File: src/rtl/seven_seg_scanner.sv
// -----------------------------------------------------------------------------
// seven_seg_scanner
//   Time-multiplexed four-digit seven-segment driver. All four digit values are
//   snapshotted once per scan frame, decoded to hex/decimal glyphs, and shown
//   one digit per slot with a blanking gap at the start of each slot.
//
//   Optional build macro: SCAN_LZB_EN -- leading-zero blanking of digits 3..1.
//
// Parameters
//   REFRESH_DIV : clock cycles per digit slot (>= DEAD_CYC+2)
//   DEAD_CYC    : cycles at slot start with all anodes off (0 = none)
// Ports
//   clk             in   system clock, rising edge
//   reset           in   asynchronous active-low reset
//   enable          in   1 = scan advances, 0 = scan frozen
//   mode            in   1 = hex glyphs, 0 = decimal (10-15 shown as dash)
//   count0..count3  in   digit values, count0 is rightmost (an[0])
//   dp_mask         in   per-digit decimal point enable (live, not snapshotted)
//   an              out  anodes, active-low
//   seg             out  cathodes g..a, active-low (seg[0] = a)
//   dp              out  decimal point, active-low
//   digit_sel       out  current slot index
// -----------------------------------------------------------------------------
module seven_seg_scanner #(
    parameter int REFRESH_DIV = 100000,
    parameter int DEAD_CYC    = 50
) (
    input  logic       clk,
    input  logic       reset,
    input  logic       enable,
    input  logic       mode,
    input  logic [3:0] count0,
    input  logic [3:0] count1,
    input  logic [3:0] count2,
    input  logic [3:0] count3,
    input  logic [3:0] dp_mask,
    output logic [3:0] an,
    output logic [6:0] seg,
    output logic       dp,
    output logic [1:0] digit_sel
);

    localparam int PW = (REFRESH_DIV > 1) ? $clog2(REFRESH_DIV) : 1;
    localparam int DW = (DEAD_CYC > 0) ? $clog2(DEAD_CYC + 1) : 1;

    logic [PW-1:0]   presc, presc_n;
    logic [1:0]      idx, idx_n;
    logic [DW-1:0]   dead, dead_n;
    logic [3:0][3:0] snap, snap_n;
    logic            primed, primed_n;
    logic            tick, capture, blank, lit;
    logic [3:0]      an_n;
    logic [6:0]      seg_n;
    logic            dp_n;

    function automatic logic [6:0] glyph(input logic [3:0] v, input logic hex);
        logic [6:0] g;
        case (v)
            4'h0: g = 7'b1000000;
            4'h1: g = 7'b1111001;
            4'h2: g = 7'b0100100;
            4'h3: g = 7'b0110000;
            4'h4: g = 7'b0011001;
            4'h5: g = 7'b0010010;
            4'h6: g = 7'b0000010;
            4'h7: g = 7'b1111000;
            4'h8: g = 7'b0000000;
            4'h9: g = 7'b0010000;
            4'hA: g = 7'b0001000;
            4'hB: g = 7'b0000011;
            4'hC: g = 7'b1000110;
            4'hD: g = 7'b0100001;
            4'hE: g = 7'b0000110;
            default: g = 7'b0001110;
        endcase
        if (!hex && v > 4'd9) g = 7'b0111111;
        return g;
    endfunction

    // Next-state: slot timing, dead-time countdown, frame snapshot.
    always_comb begin
        tick     = enable && (presc == PW'(REFRESH_DIV - 1));
        presc_n  = presc;
        idx_n    = idx;
        dead_n   = dead;
        if (tick) begin
            presc_n = '0;
            idx_n   = idx + 2'd1;
            dead_n  = DW'(DEAD_CYC);
        end else if (enable) begin
            presc_n = presc + PW'(1);
            if (dead != '0) dead_n = dead - DW'(1);
        end
        // Capture at frame wrap, or on the first enabled edge after reset so
        // the display never starts from stale zeros.
        capture  = (tick && idx == 2'd3) || (enable && !primed);
        snap_n   = capture ? {count3, count2, count1, count0} : snap;
        primed_n = primed | enable;
    end

`ifdef SCAN_LZB_EN
    // A digit is a leading zero when it and every higher digit are zero.
    always_comb begin
        blank = 1'b0;
        case (idx_n)
            2'd3: blank = (snap_n[3] == 4'd0);
            2'd2: blank = (snap_n[3] == 4'd0) && (snap_n[2] == 4'd0);
            2'd1: blank = (snap_n[3] == 4'd0) && (snap_n[2] == 4'd0) &&
                          (snap_n[1] == 4'd0);
            default: blank = 1'b0;
        endcase
    end
`else
    assign blank = 1'b0;
`endif

    // Outputs are registered from next-state values so they change on the
    // same edge as the slot index. mode and dp_mask are applied live. The
    // display stays dark until the first snapshot has been taken.
    always_comb begin
        lit   = primed_n && (dead_n == '0) && !blank;
        an_n  = lit ? ~(4'b0001 << idx_n) : 4'hF;
        seg_n = (primed_n && !blank) ? glyph(snap_n[idx_n], mode) : 7'h7F;
        dp_n  = lit ? ~dp_mask[idx_n] : 1'b1;
    end

    always_ff @(posedge clk or negedge reset) begin
        if (!reset) begin
            presc  <= '0;
            idx    <= '0;
            dead   <= '0;
            snap   <= '0;
            primed <= 1'b0;
            an     <= 4'hF;
            seg    <= 7'h7F;
            dp     <= 1'b1;
        end else begin
            presc  <= presc_n;
            idx    <= idx_n;
            dead   <= dead_n;
            snap   <= snap_n;
            primed <= primed_n;
            an     <= an_n;
            seg    <= seg_n;
            dp     <= dp_n;
        end
    end

    assign digit_sel = idx;

endmodule

File: config.mk
export PLATFORM = sky130hd
export DESIGN_NAME = seven_seg_scanner
export DESIGN_NICKNAME = d
export VERILOG_FILES = /design/src/rtl/seven_seg_scanner.sv
export SDC_FILE = /design/constraint.sdc
export NUM_CORES = 1
export LEC_CHECK = 0
export CAP_MARGIN = 20
export CORE_MARGIN = 3
export CORE_UTILIZATION = 56
export CTS_CLUSTER_DIAMETER = 120
export CTS_CLUSTER_SIZE = 12
export DETAILED_ROUTE_END_ITERATION = 10
export GPL_TIMING_DRIVEN = 0
export PLACE_DENSITY = 0.77
export SLEW_MARGIN = 20
export SYNTH_ARGS = -nofsm -noshare
export SYNTH_HDL_FRONTEND = slang
export SYNTH_SLANG_ARGS = --single-unit
File: constraint.sdc
create_clock -name clk -period 3.5 [get_ports clk]
set_clock_uncertainty 0.05 [all_clocks]
set_input_delay 0.875 -clock clk [delete_from_list [all_inputs] [get_ports clk]]
set_output_delay 0.875 -clock clk [all_outputs]
set_load 0.02 [all_outputs]
# Word-level counts from Yosys, hierarchy flattened
# Memories as Yosys holds them, arrays and structs flattened.
# Cells that the tools add are included.
[totals] regBits=54 latch_bits=0 ramBits=0 romBits=112 input_bits=24 output_inout_bits=14 word_cells=49 mem_count=1
[classes] add_sub_neg=3 mul=0 div_mod_pow=0 order_cmp=2 eq_ne=2 shifts=1 mux=15 n_bitwise=3 n_reduce_logical=11
[mem_list] memory="(name not given)" depth=16 word_bits=7 rd=1 rd_ports_with_merged_regs=0 wr=0 line_no="58" rtl="case (v)"
[op_table] op="two-way mux 17 bit" count=2
[op_table] op="two-way mux 6 bit" count=3
[op_table] op="adder 17 x 1 -> 17 bit (second input constant)" count=1
[op_table] op="== test 17 bit (second input constant)" count=1
[op_table] op="two-way mux 16 bit" count=1
[op_table] op="two-way mux 7 bit" count=2
[op_table] op="binary-select mux 4 bit (select 2 bit)" count=1
[op_table] op="two-way mux 4 bit" count=2
[op_table] op="logical NOT 6 bit" count=1
[op_table] op="nonzero test 6 bit" count=1
[op_table] op="subtractor 6 x 1 -> 6 bit (second input constant)" count=1
[op_table] op="logical AND 1 bit" count=5
[op_table] op="> comparator 4 bit (second input constant)" count=1
[op_table] op="NOT 4 bit" count=1
[op_table] op="<< shifter 1 x 2 -> 4 bit (first input constant)" count=1
[op_table] op="< comparator 2 x 3 -> 1 bit (second input constant)" count=1
[op_table] op="adder 2 x 1 -> 2 bit (second input constant)" count=1
[op_table] op="binary-select mux 1 bit (select 2 bit)" count=1
[op_table] op="== test 2 bit (second input constant)" count=1
[op_table] op="logical NOT 1 bit" count=2
[op_table] op="two-way mux 1 bit" count=2
[op_table] op="two-way mux 2 bit" count=1
[op_table] op="nonzero test 2 bit" count=1
[op_table] op="logical OR 1 bit" count=1
[op_table] op="other kinds (2)" count=2

# Depth between registers and ports, before layout
[logic_depth] depth_word=11 mapped_depth=15 depth_no_buf=14

# Least setup slack after synthesis
# Ideal clock, no wire load.
[synth_path] kind="input-to-reg" from="input enable" to="register seg[2]" setup_ns=0.111 arrival_ns=3.162 t_required_ns=3.339 path_slack_ns=0.177 cell_stages=12 path_buffers=1 cell_sequence="nand3_2 -> o31a_1 -> buf_4 -> mux2_4 -> mux2_2 -> mux2i_4 -> inv_1 -> ha_1 -> nor2_1 -> a21oi_1 -> o31a_2 -> o311ai_0"
[synth_lines] item="start: declaration" line_no="30" rtl="input logic enable,"
[synth_lines] item="end signal: assignment" line_no="144" rtl="seg <= seg_n;"
[synth_lines] item="end: declaration" line_no="38" rtl="output logic [6:0] seg,"

==> results_dict.tcl <==
set metrics [dict create \
    finalSetupViolCount 0 \
    cts_sinks 54 \
    grt_max_degree 55 \
    syn_area_mm2 0.00318 \
    areaGrowthSynthToFinish_pct 19.7 \
    port_buffers 37 \
    max_slew_margin_pct 57.0 \
    synth-main-ff-cell "dfrtp_1" \
    status "completed" \
    dieArea_mm2 0.00663 \
    drive_gt1_share_pct 19.9 \
    n_fill_cell 394 \
    synthTopCellsByArea "dfrtp_1 (33%), dfstp_2 (9.9%), mux2_2 (7.4%)" \
    die_x_um 81.4 \
    clk_pin_slew_ns 0.09 \
    synth_edf_count 0 \
    whs_endpoint "presc[16]$_DFFE_PN0P_" \
    worstSetupPathType "primary input to flip-flop" \
    first_pass_iters 4 \
    r2r_cells 15 \
    period_share_pct 96.3 \
    crit_path_start_kind "primary input" \
    initial_core_util_pct 60.1 \
    cp_max_fo 10 \
    via_count 2592 \
    worstMarginPinSlew_ns 0.645 \
    synth-seq-cells 54 \
    gr-total-overflow 0 \
    worstPathRequired_ns 3.64 \
    htreeDepth 2 \
    syn-instance-count 321 \
    insertion_delay_ns 0.31 \
    postLayoutCellArea_mm2 0.00381 \
    maxCapViolCount 0 \
    hold_viol 0 \
    slew_violations 0 \
    slowest_stage "o31a_1" \
    cpPeakStageDelay_ns 0.35 \
    worstHoldStart "presc[16]$_DFFE_PN0P_" \
    viasPerCell 5.86 \
    fin_nets 404 \
    yosysWarnings 0 \
    cts.hold.buffers_added 0 \
    dp_hpwl_mm 5.22 \
    worstPathArrival_ns 3.51 \
    synth_cell_types 55 \
    grtUsageTotal_pct 23.2 \
    powerDensity_mw_per_mm2 448 \
    cp-end-kind "flip-flop" \
    leakagePower_uw 0.00161 \
    yosysTopAreaCellShare_pct 33.0 \
    syn_nets 354 \
    hold_depth 1 \
    synth-seq-area-share_pct 42.9 \
    peakVddDrop_mv 0.260 \
    worstReg2RegEnd "seg[5]$_DFF_PN1_" \
    path_cells "buf_2, nand3_4, o31a_1, buf_4, mux2_4, mux2_2, mux2i_4, inv_1, ha_2, nor2_1, a21oi_1, o31a_2, o311ai_1" \
    grt_pass1_wl_mm 11.9 \
    clock-root-buffer "clkbuf_8" \
    die_h_um 81.4 \
    wl_per_cell_um 16.5 \
    first_iter_violations 124 \
    synth_top_cell_by_area "dfrtp_1" \
    placed_area_mm2 0.00364 \
    max_freq_ghz 0.297 \
    antenna_left 0 \
    drc_errors 0 \
    ys_async_sr_fraction_pct 100 \
    period_minus_slack_ns 3.37 \
    cts_tree "done" \
    rrSetupSlack_ns 0.15 \
    cts_inserted_buffers 5 \
    final_common_cell "dfrtp_1" \
    diodes 0 \
    cp-startpoint "enable" \
    timing.final.ws_setup_ns 0.129 \
    gp_congestion 0.946 \
    core_area_mm2 0.00530 \
    avgSynthCellArea_um2 9.92 \
    ios 38 \
    pre_cts_slack_ns -1.07 \
    min_path_type "flip-flop to flip-flop" \
    final_cell_mix "dfrtp_1 (41), nand2_1 (40), clkdlybuf4s50_1 (35)" \
    r2r_start "presc[11]$_DFFE_PN0P_" \
    cts_max_path_buffers 2 \
    grt_pass1_vias 2499 \
    routed_wl_mm 7.32 \
    row_count 26 \
    antenna_found_initial 0 \
]
[cell usage after synthesis, drive strengths merged (3+ instances only)]
cell,instances
nand2,40
dfstp,12
nor3,12
nand3b,3
ha,9
inv,13
o21ai,11
o311ai,4
a311oi,6
o211ai,5
mux2,23
buf,10
xor2,10
nand3,13
nor2,25
and3,3
a21oi,18
dfrtp,42
nand4,7
mux2i,6
xnor2,13
a211oi,7
[repair_timing]
action,4_1_cts,5_1_grt
resized for setup,11,6
pin swaps,3,3
endpoints found under the setup margin,7,6
setup buffers,5,1
[layer usage]
metal | vias to the layer above | global-route usage (%) | share of wire, %
met3 | 14 | 3.77 | 3.5
met2 | 54 | 39.4 | 50
li1 | 1255 | - | -
met1 | 1269 | 31.1 | 45
met4 | 0 | 5.07 | 1.5
met5 | - | 0 | 0
[cell families (layout without fill, tap and decap cells)]
logic type	after synthesis	count (layout)	share of synthesized area (%)
and+or+nand+nor	119	119	18.6
adders and majority gates	9	9	3.54
DFF	54	54	42.9
buffers and inverters	25	76	3.38
xor gates and xnor gates	23	23	6.33
muxes	30	30	11.7
AOI/OAI and AO/OA	61	61	13.5
[flip-flops by register name, indices dropped and copies added, names as in the netlist]
| register | flops |
|---|---|
| seg | 7 |
| digit_sel | 2 |
| dp | 1 |
| primed | 1 |
| an | 4 |
| presc | 17 |
| snap | 16 |
| dead | 6 |
[critical path: cells and delay by family]
kind	cells	cell delay (ns)
adder cells (fa/ha/maj)	1	0.22
buffers and inverters	3	0.48
AO/OA/AOI/OAI	4	0.88
multiplexers	3	0.77
AND/OR/NAND/NOR	2	0.28
[area by class of cell]
cell class              instances  area (µm²)  area share [%]
flip-flops and latches         54        1370            35.9
clock buffers                   7        86.3            2.27
repair buffers                 43         408            10.7
inverters                      13        48.8            1.28
multi-input cells             242        1740            45.7
well taps                      70        87.6            2.30
plain buffers                  12        65.1            1.71
clock inverters                 1        5.00           0.131
[worst max path at each step]
stage,slack (ns),cells after the start,to
3_3_place_gp,-0.99,15,seg[5]$_DFF_PN1_
5_1_grt,-0.03,11,seg[1]$_DFF_PN1_
3_5_place_dp,-1.07,15,seg[5]$_DFF_PN1_
6_report,0.13,13,seg[5]$_DFF_PN1_
4_1_cts,0.03,15,seg[5]$_DFF_PN1_
2_1_floorplan,0.18,12,seg[2]$_DFF_PN1_
[power by group]
part / leakage (µW) / total, µW / internal [µW] / switching, µW
clock: 0.0000482 / 351 / 160 / 191
sequential: 0.000650 / 846 / 749 / 96.4
combinational: 0.000907 / 510 / 244 / 266
[metrics by stage]
step / instances / total power [µW] / hold WS [ns] / setup TNS, ns / utilization, %
detailed placement: 428 / 1350 / 0.432 / -6.60 / 68.6
global placement: 428 / 1320 / 0.406 / -9.44 / 68.7
global route: 442 / 1820 / 0.469 / -0.0349 / 71.9
finish: 442 / 1710 / 0.446 / 0 / 71.9
floorplan: 321 / 1170 / 0.389 / 0 / -
CTS: 441 / 1710 / 0.449 / 0 / 71.5
Power figures use the tool's default switching activity.
